`src/rtl/booth_seq_mult.sv`:
```
// Sequential radix-2 Booth multiplier: one iteration per clock, signed or unsigned
// operands, start/busy/done handshake with synchronous abort.
module booth_seq_mult #(
   parameter int WIDTH = 8
) (
   input  logic                 clk,
   input  logic                 rst_n,
   input  logic                 start,
   input  logic                 abort,
   input  logic                 signed_mode,
   input  logic [WIDTH-1:0]     multiplicand,
   input  logic [WIDTH-1:0]     multiplier,
   output logic                 busy,
   output logic                 done,
   output logic [2*WIDTH-1:0]   product
);

   localparam int CW = $clog2(WIDTH + 2);

   typedef enum logic [1:0] {S_IDLE, S_RUN, S_DONE} state_t;

   state_t               r_state;
   logic [WIDTH+1:0]     r_a;
   logic [WIDTH+1:0]     r_m;
   logic [WIDTH:0]       r_q;
   logic                 r_q1;
   logic [CW-1:0]        r_cnt;
   logic                 r_busy;
   logic                 r_done;
   logic [2*WIDTH-1:0]   r_product;

   logic                 w_ms;
   logic                 w_qs;
   logic [WIDTH+1:0]     w_m_ext;
   logic [WIDTH:0]       w_q_ext;
   logic [WIDTH+1:0]     w_sum;
   logic [WIDTH+1:0]     w_a_nxt;
   logic [WIDTH:0]       w_q_nxt;
   logic                 w_accept;

   // One extra bit of extension makes unsigned operands look like positive signed ones,
   // so the same Booth recoding covers both modes.
   assign w_ms    = signed_mode & multiplicand[WIDTH-1];
   assign w_qs    = signed_mode & multiplier[WIDTH-1];
   assign w_m_ext = {w_ms, w_ms, multiplicand};
   assign w_q_ext = {w_qs, multiplier};

   always_comb begin
      w_sum = r_a;
      case ({r_q[0], r_q1})
         2'b10:   w_sum = r_a - r_m;
         2'b01:   w_sum = r_a + r_m;
         default: w_sum = r_a;
      endcase
   end

   assign w_a_nxt  = {w_sum[WIDTH+1], w_sum[WIDTH+1:1]};
   assign w_q_nxt  = {w_sum[0], r_q[WIDTH:1]};
   assign w_accept = start & ~abort;

   // DONE accepts a new start like IDLE does, giving one operation per WIDTH+2 cycles.
   always_ff @(posedge clk or negedge rst_n) begin
      if (!rst_n) begin
         r_state   <= S_IDLE;
         r_a       <= '0;
         r_m       <= '0;
         r_q       <= '0;
         r_q1      <= 1'b0;
         r_cnt     <= '0;
         r_busy    <= 1'b0;
         r_done    <= 1'b0;
         r_product <= '0;
      end else begin
         case (r_state)
            S_IDLE, S_DONE: begin
               r_done <= 1'b0;
               if (w_accept) begin
                  r_a     <= '0;
                  r_m     <= w_m_ext;
                  r_q     <= w_q_ext;
                  r_q1    <= 1'b0;
                  r_cnt   <= CW'(WIDTH + 1);
                  r_busy  <= 1'b1;
                  r_state <= S_RUN;
               end else begin
                  r_busy  <= 1'b0;
                  r_state <= S_IDLE;
               end
            end
            S_RUN: begin
               if (abort) begin
                  r_busy  <= 1'b0;
                  r_state <= S_IDLE;
               end else begin
                  r_a   <= w_a_nxt;
                  r_q   <= w_q_nxt;
                  r_q1  <= r_q[0];
                  r_cnt <= r_cnt - CW'(1);
                  if (r_cnt == CW'(1)) begin
                     r_product <= {w_a_nxt[WIDTH-2:0], w_q_nxt};
                     r_done    <= 1'b1;
                     r_state   <= S_DONE;
                  end
               end
            end
            default: begin
               r_busy  <= 1'b0;
               r_done  <= 1'b0;
               r_state <= S_IDLE;
            end
         endcase
      end
   end

   assign busy    = r_busy;
   assign done    = r_done;
   assign product = r_product;

endmodule

```
`config.mk`:
```
export PLATFORM = sky130hd
export DESIGN_NAME = booth_seq_mult
export DESIGN_NICKNAME = d
export VERILOG_FILES = /design/src/rtl/booth_seq_mult.sv
export SDC_FILE = /design/constraint.sdc
export NUM_CORES = 1
export LEC_CHECK = 0
export ABC_AREA = 0
export ABC_CLOCK_PERIOD_IN_PS = 2600
export CORE_ASPECT_RATIO = 1.4
export CORE_MARGIN = 2
export CORE_UTILIZATION = 50
export CTS_BUF_LIST = sky130_fd_sc_hd__clkbuf_2
export CTS_CLUSTER_DIAMETER = 150
export DETAILED_ROUTE_END_ITERATION = 8
export GPL_ROUTABILITY_DRIVEN = 0
export PLACE_DENSITY = 0.77
export SETUP_SLACK_MARGIN = 0.3
export SKIP_CTS_REPAIR_TIMING = 1
export SKIP_LAST_GASP = 1
export SYNTH_ARGS = -nofsm -noshare
export SYNTH_HDL_FRONTEND = slang
export SYNTH_SLANG_ARGS = --single-unit
```
`constraint.sdc`:
```
create_clock -name clk -period 2.6 [get_ports clk]
set_input_delay 0.52 -clock clk [delete_from_list [all_inputs] [get_ports clk]]
set_output_delay 0.52 -clock clk [all_outputs]
set_load 0.02 [all_outputs]
```
Word-level counts from Yosys, hierarchy flattened --
Cells that the tools add are included.
Word-level totals: logic and storage cells 56, bits in registers 53, input bits 21, output and inout port bits 18
Operators by class: bitwise logic cells 4, add/sub/neg operators 3, mux-type cells 23, equal/unequal tests 10, reductions and logical operators 7
Operators with widths (number):
- $pmux 10 s2 | 2
- $mux 10 | 2
- $mux 9 | 2
- $pmux 9 s2 | 1
- $add 10x10->10 | 1
- $sub 10x10->10 | 1
- $mux 1 | 8
- $mux 4 | 2
- $ne 2x2->1 const B | 4
- $pmux 4 s2 | 1
- $reduce_and 3->1 | 2
- $eq 2x1->1 const B | 2
- $eq 2x2->1 const B | 2
- $eq 4x1->1 const B | 1
- $mux 2 | 2
- $pmux 1 s2 | 2
- $pmux 2 s2 | 1
- $reduce_and 2->1 | 2
- $sub 4x1->4 const B | 1
- $and 1x1->1 | 3
- $ne 3x3->1 const B | 1
- $logic_not 2->1 | 1
- $reduce_bool 2->1 | 1
- $reduce_or 2->1 | 1
- $not 1->1 | 1

Depth between registers and ports, before layout --
Gate-level depths: netlist of the first run.
depth after elaboration 4, depth in mapped cells 12, gate-level depth less buffers 12

Worst setup path after synthesis of the first run --
Ideal clock, no wire load.
kind register to register, start point reg r_q[0], end point reg r_product[15], in the netlist product[15], data arrival time 2.443 ns, cell stages (with the launch flop) 12, data required time 2.475 ns, clock period less this slack 2.568 ns, path buffers 1, library setup time 0.125 ns, path slack 0.032 ns, cells stage by stage dfrtp_1 inv_1 ha_1 clkbuf_8 mux2_2 ha_1 a211oi_1 o21ai_1 o31a_1 xnor2_1 o21ai_0 mux2_2
On the way: word-level cells in the longest chain between the ends 2, elaborated cells between the ends (all ways) 3, classes of those cells eq/ne (2); mux (1)
Ends and longest elaborated chain:
- start, declared | line 25 | logic [WIDTH:0] r_q;
- start signal, assigned | line 80 | r_q <= w_q_ext;
- start signal, assigned | line 96 | r_q <= w_q_nxt;
- $eq 2x1->1 or $eq 2x2->1 (tied branches) | line 50 | case ({r_q[0], r_q1})
- $pmux 10 s2 * | line 50
- end signal, assigned | line 100 | r_product <= {w_a_nxt[WIDTH-2:0], w_q_nxt};
- end, declared | line 30 | logic [2*WIDTH-1:0] r_product;
Every way passes the cells marked *; elsewhere a longest branch is shown, timed or not. A chain may end at the register's enable or synchronous reset.

Final worst setup path of the first run --
start point reg r_m[1], end point reg r_product[15], in the netlist product[15]
On the way: word-level cells in the longest chain between the ends 2, elaborated cells between the ends (all ways) 3, classes of those cells add/sub (2); mux (1)
Ends and longest elaborated chain:
- start, declared | line 24 | logic [WIDTH+1:0] r_m;
- start signal, assigned | line 79 | r_m <= w_m_ext;
- $add 10x10->10 or $sub 10x10->10 (tied branches) | line 52, 51
- $pmux 10 s2 * | line 50
Marks and branches as above.

==> results of run 1 <==
-- per-layer routing --
layer,track usage (%),share of wire (%),vias up
met3,3.84,2.5,12
met1,27.8,41,1075
li1,-,-,1109
met4,9.69,2.3,0
met2,38.3,54,33
met5,0,0,-
-- critical path, cell delays in order, from the launching register on --
cell	delay, ns
dfrtp_1	0.46
inv_2	0.08
ha_4	0.13
nor2b_4	0.16
a21oi_2	0.07
xor2_1	0.14
ha_1	0.35
a21oi_2	0.17
o21ai_2	0.09
o31a_1	0.30
xnor2_1	0.19
o21ai_1	0.11
mux2_4	0.26
-- worst paths after layout --
path	startpoint	end	slack [ns]	cells after the start
setup / recovery	r_m[1]$_DFFE_PN0P_	product[15]$_DFFE_PN0P_	0.02	12
hold / removal	rst_n	r_m[6]$_DFFE_PN0P_	0.39	2
setup reg to reg	r_m[1]$_DFFE_PN0P_	product[15]$_DFFE_PN0P_	0.02	12
hold reg to reg	r_q[8]$_DFFE_PN0P_	product[7]$_DFFE_PN0P_	0.51	2
max in group asynchronous	rst_n	product[0]$_DFFE_PN0P_	1.61	3
min in group clk	r_q[8]$_DFFE_PN0P_	product[7]$_DFFE_PN0P_	0.51	2
-- cell usage after synthesis (all sizes together), types with 2 or more instances --
cell     n  share of area (%)
a21o     2               0.55
a21oi   11                2.0
a22o     2               0.64
a31oi   13                3.5
clkbuf  10                1.7
dfrtp   52                 48
ha      13                6.0
inv     13                1.8
mux2     5                2.2
mux2i    2               0.73
nand2   80                 11
nand2b   4               0.92
nand3    3               0.55
nor2    19                2.6
nor2b    5                1.1
nor3     3               0.96
nor3b    2               0.55
nor4     2               0.69
o21ai   25                4.6
o22ai    2               0.46
o31ai    2               0.55
xnor2    8                2.8
xor2     7                2.2
-- cell families (layout without fill, tap and decap cells) --
group | after synthesis | count (layout) | share of synthesized area (%)
simple gates | 122 | 122 | 19.4
compound gates | 63 | 63 | 14.4
flops | 52 | 52 | 47.7
buf+inv | 24 | 77 | 3.71
xor+xnor | 15 | 15 | 5.09
fa+ha+maj | 14 | 14 | 6.69
mux | 7 | 7 | 2.93
-- final cells by class --
cell class	count	area, sq um	share of cell area [%]
clock buffers	5	25.0	0.728
repair buffers	56	513	14.9
inverters	13	48.8	1.42
multi-input cells	221	1450	42.0
flip-flops and latches	52	1300	37.9
well taps	66	82.6	2.40
clock inverters	3	21.3	0.619
-- registers in the layout, indices dropped and copies added, names as in the netlist --
| register | cells |
|---|---|
| done | 1 |
| product | 16 |
| r_m | 9 |
| r_state | 2 |
| busy | 1 |
| r_a | 9 |
| r_q1 | 1 |
| r_q | 9 |
| r_cnt | 4 |
-- power by group through the flow --
| stage | Clock, mW | Combinational (mW) | Sequential (mW) |
|---|---|---|---|
| global route | 0.380 | 2.55 | 1.36 |
| detailed placement | 0 | 2.04 | 1.33 |
| finish | 0.346 | 2.31 | 1.32 |
| floorplan | 0 | 1.32 | 1.42 |
| CTS | 0.352 | 2.05 | 1.31 |
| global placement | 0 | 1.99 | 1.32 |
-- stage by stage --
stage               setup TNS (ns)  util (%)  area, sq um  hold slack, ns  worst slack, ns
finish                           0      65.7         3440           0.390           0.0168
detailed placement               0      62.6         3280           0.403           0.0231
CTS                      -0.000943      63.5         3320          -0.142        -0.000943
global placement                 0      62.6         3280           0.402            0.101
floorplan                        0         -         2770           0.224            0.141
global route                -0.153      65.7         3440           0.394          -0.0790
==> reports/metrics.yaml, run 1 <==
synth-seq-area-share_pct: 47.7
setup_viol: 0
grt_usage_pct: 22.7
io-pin-count: 39
critPathLaunchType: "flop"
num_vias: 2229
mostFrequentLayoutCells: "nand2_1, dfrtp_1, clkdlybuf4s50_1, nor2_1, o21ai_0"
clk_latency_ns: 0.46
leakagePower_nw: 1.58
finalClockSkew_ns: 0.0323
dr.pass1.iters: 4
nFillCells: 439
grt_pass1_vias: 2336
status: "finished, final reports clean"
synth_area_per_cell_sq_um: 9.19
drive_gt1_share_pct: 16.3
clock_power_share_pct: 8.7
finalNonFillerCells: 416
synth_area_sq_um: 2730
dp_hpwl_um: 4510
p_sw_mw: 1.72
fin_nets: 384
crit_arrival_ns: 2.99
dpl.cell_count: 404
pwr-share-comb_pct: 58.1
htree_levels: 2
pwr-share-seq_pct: 33.2
cp.required_ns: 3.00
synth-edff-count: 0
area_delta_synth_final_pct: 26.0
path_max_fanout: 4
rsz0062_at_grt: "yes"
finalMaxSlewViolations: 0
dr.first_iter.drc_count: 105
synth.distinct_cells: 42
drt-total-wl_um: 6210
endpoint_kind: "flop"
die_x_um: 66.4
overflow: 0
num_antenna_cells: 0
dieArea_sq_um: 6070
io_buffers: 38
sw_frac_of_total_pct: 43.3
drc_errors: 0
hold_class: "primary input to asynchronous set/reset pin"
coreArea_sq_um: 5240
die_h_um: 91.4
via_per_inst: 5.36
rows: 31
clk_pin_slew_ns: 0.29
cts_tree: "yes"
clock-root-buffer: "clkbuf_2"
tightest_slew_ns: 0.730
final_common_cell: "nand2_1"
antenna_found_initial: 0
cts.sinks: 52
maxSlewHeadroom_pct: 51.2
power_density_nw_per_um2: 1160
syn-num-nets: 332
synthArstFlopShare_pct: 100
wire_per_inst_um: 14.9
timing.final.hold_violations: 0
grt_pass1_wl_um: 10500
p_int_mw: 2.26
yosysWarnings: 0
fin_crit_sh_pct: 99.4
grt_max_degree: 24
cts_made_buffers: 5
synth_top_flop_cell: "dfrtp_1"
ir_worst_vdd_v: 0.000710
cap_violations: 0
power_mw: 3.98
ant_nets: 0
fmax_mhz: 387
fin_crit_ns: 2.58
clockBufferDepth: 2
path_class: "flop to flop"
initial_core_util_pct: 52.1
ys_ff_latch: 52
synthCells: 297
Power figures use the tool's default switching activity.
==> inputs of run 2 (changes only) <==
--- a/config.mk
+++ b/config.mk
@@ -7,13 +7,13 @@
 export LEC_CHECK = 0
 export ABC_AREA = 0
 export ABC_CLOCK_PERIOD_IN_PS = 2600
-export CORE_ASPECT_RATIO = 1.4
 export CORE_MARGIN = 2
 export CORE_UTILIZATION = 50
 export CTS_BUF_LIST = sky130_fd_sc_hd__clkbuf_2
 export CTS_CLUSTER_DIAMETER = 150
 export DETAILED_ROUTE_END_ITERATION = 8
 export GPL_ROUTABILITY_DRIVEN = 0
+export HOLD_SLACK_MARGIN = 0.08
 export PLACE_DENSITY = 0.77
 export SETUP_SLACK_MARGIN = 0.3
 export SKIP_CTS_REPAIR_TIMING = 1
==> run 2 against run 1 <==
Wire length shrank 2.2%. Hold slack lost 0.25 ns. Register-to-register slack improved by 0.06 ns. Critical endpoint unchanged. Design area grew 0.51%. Sequential share of layout area decreased by 0.23 points. Non-clock buffer count grew 1. Count of clock-buffer cells in the layout is 1 higher. Setup slack improved by 0.062 ns. Die area down 0.14%.
==> reports/metrics.yaml, run 2 (synthesis gave the netlist of run 1 again) <==
dr.first_iter.drc_count: 123
ir_worst_vdd_v: 0.000575
hold_class: "primary input to asynchronous set/reset pin"
antenna_found_initial: 0
r2r_setup_slack_ns: 0.08
cap_violations: 0
tightest_slew_ns: 0.903
rows: 26
critPathLaunchType: "flop"
path_max_fanout: 4
max_stage_delay_ns: 0.44
cp_common_cell: "a21oi_2"
startpoint: "r_m[1]$_DFFE_PN0P_"
maxSlewHeadroom_pct: 39.8
cts_tree: "yes"
ff_latch_area_sq_um: 1300
cts_made_buffers: 5
io_buffers: 38
die_h_um: 77.9
grt_pass1_vias: 2255
coreArea_sq_um: 5170
grt_pass1_wl_um: 10100
grt_max_degree: 42
power_density_nw_per_um2: 1150
area_delta_synth_final_pct: 26.6
placed_area_sq_um: 3280
leakagePower_nw: 1.59
whs_ns: 0.143
drt-total-wl_um: 6080
dp_hpwl_um: 4350
nFillCells: 395
overflow: 0
slowest_stage: "dfrtp_1"
ant_nets: 0
die_x_um: 77.9
crit_chain: "inv_2 -> ha_4 -> nor2b_4 -> a21oi_2 -> xor2_1 -> ha_1 -> a21oi_2 -> o21ai_2 -> o31a_1 -> xnor2_1 -> o21ai_1 -> mux2_2"
r2r-end: "product[15]$_DFFE_PN0P_"
status: "finished, final reports clean"
wire_per_inst_um: 14.4
dieArea_sq_um: 6060
num_vias: 2262
setup_viol: 0
clk_pin_slew_ns: 0.27
drive_gt1_share_pct: 17.7
endpoint_kind: "flop"
clock-root-buffer: "clkbuf_2"
path_class: "flop to flop"
initial_core_util_pct: 52.8
num_antenna_cells: 0
grt_usage_pct: 20.9
multiInputGateArea_sq_um: 1440
cts.sinks: 52
rsz0062_at_grt: "yes"
htree_levels: 2
r2r_start: "r_m[1]$_DFFE_PN0P_"
ff2ff_path_depth: 12
finalClockSkew_ns: 0.0224
drc_errors: 0
fin_area_sq_um: 3460
fin_crit_sh_pct: 97.0
largest_reg_flops: 16
dr.pass1.iters: 4
pre_cts_slack_ns: 0.0256
finalMaxSlewViolations: 0
mostFrequentLayoutCells: "nand2_1, dfrtp_1, clkdlybuf4s50_1, o21ai_0, nor2_1"
via_per_inst: 5.37
fin_nets: 385
cp-endpoint: "product[15]$_DFFE_PN0P_"
clockBufferDepth: 2
timing.final.hold_violations: 0
layout_setup_ws_ns: 0.0787
fin_crit_ns: 2.52
final_common_cell: "nand2_1"
crit_arrival_ns: 2.91
io-pin-count: 39
fmax_mhz: 397
clk_latency_ns: 0.46
cp.required_ns: 2.99
run 2: cell count changes in the layout (fill, tap and decap cells not counted), sizes merged:
cell	delta
inv	-1
clkbuf	+1
buf	+2
dlygate4sd3	-1
run 2: worst max-delay path: cells and delay by family, from the launching register on:
| family | cells | cell delay, ns |
|---|---|---|
| compound gates | 5 | 0.81 |
| fa+ha+maj | 2 | 0.45 |
| flops | 1 | 0.44 |
| xor+xnor | 2 | 0.33 |
| mux | 1 | 0.26 |
| simple gates | 1 | 0.12 |
| buf+inv | 1 | 0.06 |
run 2: layout make-up:
| cell class | count | area share, % |
|---|---|---|
| multi-input combinational | 221 | 41.7 |
| inverter | 13 | 1.41 |
| sequential | 52 | 37.7 |
| clock inverter | 2 | 0.471 |
| timing repair buffer | 57 | 15.4 |
| tap | 70 | 2.53 |
| clock buffer | 6 | 0.869 |
run 2: metal layers:
| layer | up-vias | track usage, % | wire length (um) |
|---|---|---|---|
| met3 | 15 | 2.91 | 228 |
| met2 | 56 | 34.0 | 2940 |
| li1 | 1111 | - | - |
| met1 | 1080 | 27.5 | 2750 |
| met5 | - | 0 | 0 |
| met4 | 0 | 10.0 | 155 |
run 2: how the worst min path moves through the flow:
| stage | start | to | depth (start not counted) |
|---|---|---|---|
| detailed placement | product[1]$_DFFE_PN0P_ | product[1]$_DFFE_PN0P_ | 2 |
| finish | rst_n | r_cnt[2]$_DFFE_PN0P_ | 1 |
| CTS | rst_n | r_cnt[3]$_DFFE_PN0P_ | 1 |
| global placement | product[5]$_DFFE_PN0P_ | product[5]$_DFFE_PN0P_ | 2 |
| global route | rst_n | r_cnt[3]$_DFFE_PN0P_ | 1 |
| floorplan | rst_n | busy$_DFFE_PN0N_ | 0 |
run 2: stage by stage:
stage | TNS [ns] | util (%) | power (mW) | instances
floorplan | 0 | - | 2.74 | 297
global placement | 0 | 63.4 | 3.29 | 406
detailed placement | 0 | 63.4 | 3.35 | 406
CTS | 0 | 64.3 | 3.69 | 414
global route | -0.00812 | 66.8 | 4.32 | 421
finish | 0 | 66.8 | 3.99 | 421
run 2: report_power, final:
| group | internal, mW | switching [mW] | leakage, nW |
|---|---|---|---|
| logic | 1.12 | 1.21 | 0.901 |
| clock network | 0.0719 | 0.264 | 0.0292 |
| registers | 1.09 | 0.232 | 0.661 |
